$ cat src/rtl/ecc_encoder.sv
// Extended-Hamming (SECDED) encoder for the memory write path.
// Hamming parity at power-of-two positions, overall even parity at bit 0, one register stage.
module ecc_encoder #(
  parameter int data_bit_width      = 64,
  parameter int redundant_bit_width = 8
) (
  input  logic                                          clk,
  input  logic                                          rst,
  input  logic                                          enc_valid_in,
  input  logic [data_bit_width-1:0]                     enc_data_in,
  output logic                                          enc_valid_out,
  output logic [data_bit_width+redundant_bit_width-1:0] enc_data_out
);

  localparam int CW_W  = data_bit_width + redundant_bit_width;
  localparam int PAR_N = redundant_bit_width - 1;

  if ((2 ** PAR_N) < CW_W) begin : g_bad_params
    $error("ecc_encoder: 2**(redundant_bit_width-1) must be >= data_bit_width + redundant_bit_width");
  end

  function automatic logic is_pow2(input int p);
    return (p & (p - 1)) == 0;
  endfunction

  // Position of data bit idx: the idx-th non-power-of-two index in 1..CW_W-1.
  function automatic int data_pos(input int idx);
    int cnt;
    int pos;
    cnt = 0;
    pos = 0;
    for (int p = 1; p < CW_W; p++) begin
      if (!is_pow2(p)) begin
        if (cnt == idx) pos = p;
        cnt++;
      end
    end
    return pos;
  endfunction

  function automatic logic [CW_W-1:1] cover_mask(input int k);
    logic [CW_W-1:1] m;
    m = '0;
    for (int p = 1; p < CW_W; p++) begin
      m[p] = !is_pow2(p) && (((p >> k) & 1) == 1);
    end
    return m;
  endfunction

  logic [CW_W-1:1] spread_p0;
  logic [PAR_N-1:0] par_p0;
  logic [CW_W-1:1] ham_p0;
  logic [CW_W-1:0] codeword_p0;

  // Stage p0: combinational encode of enc_data_in
  for (genvar i = 0; i < data_bit_width; i++) begin : g_map
    localparam int POS = data_pos(i);
    assign spread_p0[POS] = enc_data_in[i];
  end

  for (genvar k = 0; k < PAR_N; k++) begin : g_par
    localparam logic [CW_W-1:1] MASK = cover_mask(k);
    assign spread_p0[2 ** k] = 1'b0;
    assign par_p0[k]         = ^(spread_p0 & MASK);
  end

  always_comb begin
    ham_p0 = spread_p0;
    for (int k = 0; k < PAR_N; k++) begin
      ham_p0[2 ** k] = par_p0[k];
    end
    codeword_p0 = {ham_p0, ^ham_p0};
  end

  // Stage p1: output register; data holds while no new word arrives
  always_ff @(posedge clk or posedge rst) begin
    if (rst) begin
      enc_valid_out <= 1'b0;
      enc_data_out  <= '0;
    end else begin
      enc_valid_out <= enc_valid_in;
      if (enc_valid_in) enc_data_out <= codeword_p0;
    end
  end

endmodule

$ cat config.mk
export PLATFORM = sky130hd
export DESIGN_NAME = ecc_encoder
export DESIGN_NICKNAME = d
export VERILOG_FILES = /design/src/rtl/ecc_encoder.sv
export SDC_FILE = /design/constraint.sdc
export NUM_CORES = 1
export LEC_CHECK = 0
export CORE_MARGIN = 10
export CORE_UTILIZATION = 45
export CTS_BUF_LIST = sky130_fd_sc_hd__clkbuf_16
export DETAILED_ROUTE_END_ITERATION = 8
export PLACE_DENSITY = 0.89
export SLEW_MARGIN = 20
export SYNTH_ARGS = -nofsm -noshare
export SYNTH_HDL_FRONTEND = slang
export SYNTH_SLANG_ARGS = --single-unit
$ cat constraint.sdc
create_clock -name clk -period 3.18 [get_ports clk]
set_input_delay 0.795 -clock clk [delete_from_list [all_inputs] [get_ports clk]]
set_output_delay 0.795 -clock clk [all_outputs]
set_load 0.005 [all_outputs]
# Word-level counts from Yosys, hierarchy flattened
# Cells that the tools add are included.
dict set report word_totals {
  regBits 73
  in_bits 67
  output_inout_bits 73
  word_cells 10
}
dict set report classes {
  n_reduce_logical 8
}
# op n
set op_table {}
lappend op_table {{XOR reduction 71 bit} 8}

# Depth between registers and ports, before layout
# Gate-level depths: netlist (run 1).
dict set report logic_depth {
  depth_word 2
  ltp_mapped 7
  ltp_nobuf 7
}

# Worst setup path after synthesis (run 1)
# Ideal clock, no wire load.
dict set report synth_path {
  kind {input -> register}
  start {input enc_data_in[44]}
  end {register enc_data_out[0]}
  setup_time_ns 0.080
  arrival_time_ns 2.608
  required_ns 3.100
  setup_slack_ns 0.492
  cell_stages 7
  n_path_buf 0
  path_cell_list {xor2_1 > xnor3_1 > xnor2_2 > xnor2_1 > xnor3_1 > xnor3_1 > mux2i_1}
}
dict set report synth_via {
  elab_chain_cells 2
  word_cells_on_any_way 5
  classes_between {reduce/logical (5)}
}
# element line
set synth_lines {}
lappend synth_lines {{start, declared} 10} ;# input logic [data_bit_width-1:0] enc_data_in,
lappend synth_lines {{XOR reduction 71 bit} 64} ;# assign par_p0[k] = ^(spread_p0 & MASK);
lappend synth_lines {{XOR reduction 71 bit (*)} 72} ;# codeword_p0 = {ham_p0, ^ham_p0};
lappend synth_lines {{end signal, assigned} 82} ;# if (enc_valid_in) enc_data_out <= codeword_p0;
lappend synth_lines {{end, declared} 12} ;# output logic [data_bit_width+redundant_bit_width-1:0] enc_data_out
# Mark *: on every way between the ends. The rest lies on a longest branch, timed or not.
# A chain may end at the register's enable or synchronous reset.

# Worst setup path in the final report (run 1)
dict set report layout_path {
  start {input enc_data_in[36]}
  end {register enc_data_out[0]}
}
# The elaborated chain is that of the path after synthesis.

==> run summary, run 1 <==
1st-pass router iterations - 4
Least-Margin Pin Slew - 0.949 ns
Fill cells - 593
Slowest cell on crit path - clkdlybuf4s50_1
Area of the mapped netlist - 3840 µm²
Max-slew violations - 0
Synth Warn # - 0
Sequential cell area - 1830 µm²
# setup viols final - 0
Fin. Hold Viols - 0
Leading cell type by number of instances after synthesis - xnor2_1
Largest cells by area after synthesis - dfrtp_1, xnor2_1, mux2_2
Crit path cell chain - clkdlybuf4s50_1 -> xor2_2 -> xnor3_1 -> xnor2_2 -> xnor2_2 -> xnor3_1 -> xnor3_1 -> mux2i_1
First-pass GRT wire length - 16.9 mm
Max incr delay on CP - 0.58 ns
Largest net degree at the start of global routing - 74
Crit share post-route - 97.8%
Dpl cells - 532
Area growth, synth to finish - 51.8%
Final #Nets - 505
CP startpoint kind - primary input
Initial Util - 46.5%
Ant diodes - 0
# H-tree levels - 3
Hold/Removal Path Class - reg -> reg
Postcts setup bufs - 0
Fmax - 322 MHz
Worst Reg2Reg Path Length in Cells - 1
CTS tree - yes
# hold bufs at CTS - 0
Fin Setup TNS - 0 ns
Post-route ant nets - 0
Row cnt - 33
WP depth - 8
Reg clk slew, reported paths - 0.06 ns
Mean post-synth cell area - 13.8 µm²
Slew headroom - 36.8%
Pwr dens - 663 nW/µm²
Post-synth ARST share - 100%
Global route total overflow - 0
GR Util All Layers - 17.0%
Yosys top cell area share - 47.6%
Gate Count Post-Synth - 278
Worst Setup End Kind - flop
DRC viols - 0
Status - finished, final reports clean
Number of synthesized register bits - 73
Netlist cell types - 10
WP data arrival - 3.36 ns
Crit path max fanout - 3
Via density - 4.84
I/O pins - 140
Worst skew pair latency - 0.33 ns
Leakage - 2.33 nW
Critical path's top delay family - XOR/XNOR gates
Die Wd - 112 µm
Min cycle time layout - 3.11 ns
Die Span Y - 112 µm
Number of synthesized flops with an enable pin - 0
VDD IR-drop max - 0.467 mV
WS Path Type - in -> reg
Vias in the first global route - 3060
Area of the die - 12600 µm²
Syn_nets - 345
Clk sinks - 73
Port Buf Inserts - 139
Top_reg_cell synth - dfrtp_1
Final HPWL DP - 8.41 mm
# Max-Cap Violations - 0
Share of cells above drive strength 1 - 24.4%
Worst path required time - 3.43 ns
Core area - 8260 µm²
Synth cell count leaders - xnor2_1, dfrtp_1, mux2_2, xor2_1, xnor3_1
Num CTS Buffers - 9
Drt wl/cell - 19.9 µm
Final WL - 10.9 mm
Bufs on Longest Clock Path - 2
DR vias - 2650
Clock skew - 0 ns
Non-filler cells, final - 548
RSZ-0062 raised after global routing - false
Area occupied by multi-input gates - 1990 µm²
Crit path top cell by count - xnor3_1
Sequential fraction of the synthesis area - 47.6%
Final GP Congestion - 0.796
Buf+Inv Stages, Crit Path - 1
Synth area leader - dfrtp_1
Root buf cell - clkbuf_16
Min-Delay Path Depth - 1
DRT iter0 DRCs - 64
Initial antenna violation count - 0
## path summary, 6_finish.rpt
check | startpoint | to | slack (ns)
hold reg to reg | enc_data_out[47]$_DFFE_PP0P_ | enc_data_out[47]$_DFFE_PP0P_ | 0.50
min in group asynchronous | rst | enc_data_out[57]$_DFFE_PP0P_ | 0.82
setup reg to reg | enc_data_out[4]$_DFFE_PP0P_ | enc_data_out[4]$_DFFE_PP0P_ | 2.39
setup / recovery | enc_data_in[36] | enc_data_out[0]$_DFFE_PP0P_ | 0.07
hold / removal | enc_data_out[47]$_DFFE_PP0P_ | enc_data_out[47]$_DFFE_PP0P_ | 0.50
max in group asynchronous | rst | enc_data_out[16]$_DFFE_PP0P_ | 1.72
## registers in the layout (all words and copies together) (netlist names)
| name | count |
|---|---|
| enc_data_out | 72 |
| enc_valid_out | 1 |
## cells by family (layout without fill, tap and decap cells)
family                    Yosys count  after routing  share of synthesized area (%)
xor gates and xnor gates          123            123                           30.4
muxes                              72             72                           21.1
DFF                                73             73                           47.6
buffers and inverters              10            175                          0.977
## final cells by class
class,instances,area share [%]
Clock inverter,7,1.89
Sequential cell,73,31.3
Clock buffer,9,3.86
Inverter,2,0.150
Multi-Input combinational cell,195,34.2
Timing Repair Buffer,157,26.4
Tap cell,105,2.25
## routing by layer
metal / track usage (%) / wire length, µm / up-vias
met5: 0 / 0 / -
met4: 3.55 / 81 / 0
met3: 6.76 / 801 / 12
met2: 29.4 / 5530 / 87
met1: 19.3 / 4470 / 1309
li1: - / - / 1242
## what timing repair did
item / CTS / global route
pin swaps: 0 / 1
resized for setup: 1 / 1
cloned: 0 / 0
endpoints found under the setup margin: 1 / 1
## power by group
group,switching [W],internal [W]
Sequential,0.0000734,0.00107
Combinational,0.000592,0.000984
Clock,0.000386,0.000759
## layout by cell type, fill, tap and decap left out, types with 3 or more instances in the layout
cell / n
xor2_1: 16
mux2_2: 71
clkdlybuf4s50_1: 138
dfrtp_1: 73
xnor2_1: 98
clkbuf_16: 9
bufinv_16: 3
xnor3_1: 6
buf_4: 18
## per-stage QoR
step | total power [W] | cell area [µm²] | setup WS (ns) | hold WS (ns) | utilization [%]
2_1_floorplan | 0.00204 | 3840 | 0.492 | 0.505 | -
3_3_place_gp | 0.00263 | 5480 | -0.227 | 0.489 | 66.4
3_5_place_dp | 0.00272 | 5480 | -0.396 | 0.494 | 66.4
4_1_cts | 0.00387 | 5820 | 0.0209 | 0.508 | 70.5
5_1_grt | 0.00404 | 5830 | 0.0222 | 0.517 | 70.6
6_report | 0.00387 | 5830 | 0.0705 | 0.503 | 70.6
No activity file was read; power rests on OpenSTA's default activity.
==> inputs of run 2 (changes only) <==
CORE_MARGIN = unset   (was 10)
CORE_UTILIZATION = 41   (was 45)
PLACE_DENSITY = 0.86   (was 0.89)
clock period = 2.8 ns   (was 3.18 ns; I/O delays follow)
==> run summary, run 2 (synthesis results as in run 1) <==
Internal power - 0.00309 W (+9.7%)
WS Path Type - in -> reg
Core area - 8890 µm² (+7.7%)
CTS tree - yes
Via density - 4.73 (-2.2%)
Non-filler cells, final - 579 (+5.7%)
DRT iter0 DRCs - 65 (+1.6%)
Largest regs - enc_data_out (72), enc_valid_out (1)
Drt wl/cell - 16.8 µm (-16%)
Switching Share - 26.8% (-0.34 points)
Root buf cell - clkbuf_16
# setup viols final - 0 (unchanged)
1st-pass router iterations - 4 (unchanged)
Clk sinks - 73 (unchanged)
Final GP Congestion - 0.751 (-5.7%)
Fin. Hold Viols - 0 (unchanged)
CP startpoint kind - primary input
Worst path required time - 3.05 ns (-0.38 ns)
Ant diodes - 0 (unchanged)
I/O pins - 140 (unchanged)
Post-route ant nets - 0 (unchanged)
Max-slew violations - 0 (unchanged)
Global route total overflow - 0 (unchanged)
Worst Setup End Kind - flop
Hold_sp - enc_data_out[66]$_DFFE_PP0P_
Initial antenna violation count - 0 (unchanged)
Pwr dens - 695 nW/µm² (+4.8%)
Sequential cell area - 1830 µm² (unchanged)
Net Sw Power - 0.00113 W (+7.8%)
Dpl cells - 561 (+5.5%)
# H-tree levels - 3 (unchanged)
Crit share post-route - 97.4%
Largest net degree at the start of global routing - 49 (-34%)
Setup WS pre-CTS - -0.667 ns (-0.271 ns)
Fill cells - 631 (+6.4%)
DR vias - 2737 (+3.3%)
Final WL - 9.70 mm (-11%)
Fmax - 367 MHz
Area growth, synth to finish - 58.1%
Reg clk slew, reported paths - 0.06 ns (about the same)
Bufs on Longest Clock Path - 2 (unchanged)
Vias in the first global route - 2996 (-2.1%)
Flop pwr share - 30.7% (+1.1 points)
Slew headroom - 61.1% (+24 points)
Worst R2R Start - enc_data_out[30]$_DFFE_PP0P_
Hold/Removal Path Class - reg -> reg
Least-Margin Pin Slew - 0.583 ns (-0.366 ns)
Num CTS Buffers - 9 (unchanged)
Worst skew pair latency - 0.33 ns (about the same)
# hold bufs at CTS - 0 (unchanged)
Commonest cells after routing, fill and taps aside - clkdlybuf4s50_1, xnor2_1, dfrtp_1
Combinational power share - 43.5% (+2.7 points)
GR Util All Layers - 21.2% (+4.2 points)
Number of flip-flops in the largest register - 72 (unchanged)
VDD IR-drop max - 0.372 mV (-20%)
Most common cell after layout, fill and taps aside - clkdlybuf4s50_1
Area of the die - 9760 µm² (-23%)
Leakage - 2.52 nW (+8.2%)
Status - finished, final reports clean
Final HPWL DP - 7.53 mm (-10%)
Share of cells above drive strength 1 - 30.6% (+6.2 points)
Crit path max fanout - 2 (-1)
Min-Delay Path Depth - 1 (unchanged)
Worst R2R End - enc_data_out[30]$_DFFE_PP0P_
Die Wd - 98.8 µm (-12%)
Initial Util - 43.2% (-3.3 points)
Final #Nets - 534 (+5.7%)
First-pass GRT wire length - 15.7 mm (-7.0%)
Worst Reg2Reg Path Length in Cells - 1 (unchanged)
Final WS setup - 0.0737 ns (+0.00317 ns)
# Max-Cap Violations - 0 (unchanged)
Flop-to-flop setup slack - 2.03 ns (-0.36 ns)
Clk pwr share - 25.8% (-3.8 points)
Largest Register - enc_data_out
Clock skew - 0 ns (unchanged)
Min cycle time layout - 2.73 ns
Area occupied by multi-input gates - 2050 µm² (+3.1%)
Die Span Y - 98.8 µm (-12%)
WP data arrival - 2.98 ns (-0.38 ns)
Hold endpoint - enc_data_out[66]$_DFFE_PP0P_
Port Buf Inserts - 139 (unchanged)
DRC viols - 0 (unchanged)
Row cnt - 34 (+3.0%)
-- run 2: power by group through the flow --
stage | Clock [W] | Sequential, W | Combinational, W
after floorplan | 0 | 0.00132 | 0.00100
after global placement | 0 | 0.00130 | 0.00172
after detailed placement | 0 | 0.00132 | 0.00176
after CTS | 0.00111 | 0.00130 | 0.00180
after global routing | 0.00115 | 0.00132 | 0.00196
final | 0.00109 | 0.00130 | 0.00184
-- run 2: metrics by stage --
stage	power [W]	instance area, µm²	hold slack, ns	utilization (%)	TNS [ns]
2_1_floorplan	0.00232	3840	0.505	-	0
3_3_place_gp	0.00302	5690	0.488	64.0	-1.35
3_5_place_dp	0.00307	5690	0.495	64.0	-1.66
4_1_cts	0.00421	6010	0.507	67.6	0
5_1_grt	0.00443	6070	0.520	68.3	-0.0168
6_report	0.00422	6070	0.502	68.3	0
-- run 2: metal layers --
| metal | GRT usage, % | routed length, µm | vias to the layer above |
|---|---|---|---|
| li1 | - | - | 1303 |
| met4 | 6.54 | 62 | 0 |
| met2 | 35.8 | 5000 | 84 |
| met5 | 0 | 0 | - |
| met1 | 26.5 | 4010 | 1343 |
| met3 | 5.82 | 631 | 7 |
-- run 2: critical path, stage by stage --
cell and delay [ns]:
clkdlybuf4s50_1 0.50, buf_4 0.13, xor2_1 0.21, xnor2_2 0.17, xnor3_1 0.44, xnor2_1 0.15
xnor2_1 0.27, xnor3_1 0.26, mux2i_1 0.15
-- run 2: layout make-up --
type                    count  share of cell area, %
inverters                   2                  0.144
well taps                 108                   2.22
repair buffers            186                   29.2
clock inverters             6                  0.845
flip-flops and latches     73                   30.1
multi-input cells         195                   33.8
clock buffers               9                   3.71
-- run 2: repair_timing --
action,4_1_cts,5_1_grt
setup buffers,2,1
endpoints found under the setup margin,1,1
gates cloned,0,0
gates resized for setup,5,10
pin swaps,4,11
-- run 2: worst max-delay path by stage --
stage,from,end,slack (ns)
global route,enc_data_in[59],enc_data_out[0]$_DFFE_PP0P_,-0.02
detailed placement,enc_data_in[36],enc_data_out[0]$_DFFE_PP0P_,-0.67
CTS,enc_data_in[57],enc_data_out[0]$_DFFE_PP0P_,0.003
finish,enc_data_in[59],enc_data_out[0]$_DFFE_PP0P_,0.07
global placement,enc_data_in[36],enc_data_out[0]$_DFFE_PP0P_,-0.51
floorplan,enc_data_in[44],enc_data_out[0]$_DFFE_PP0P_,0.21
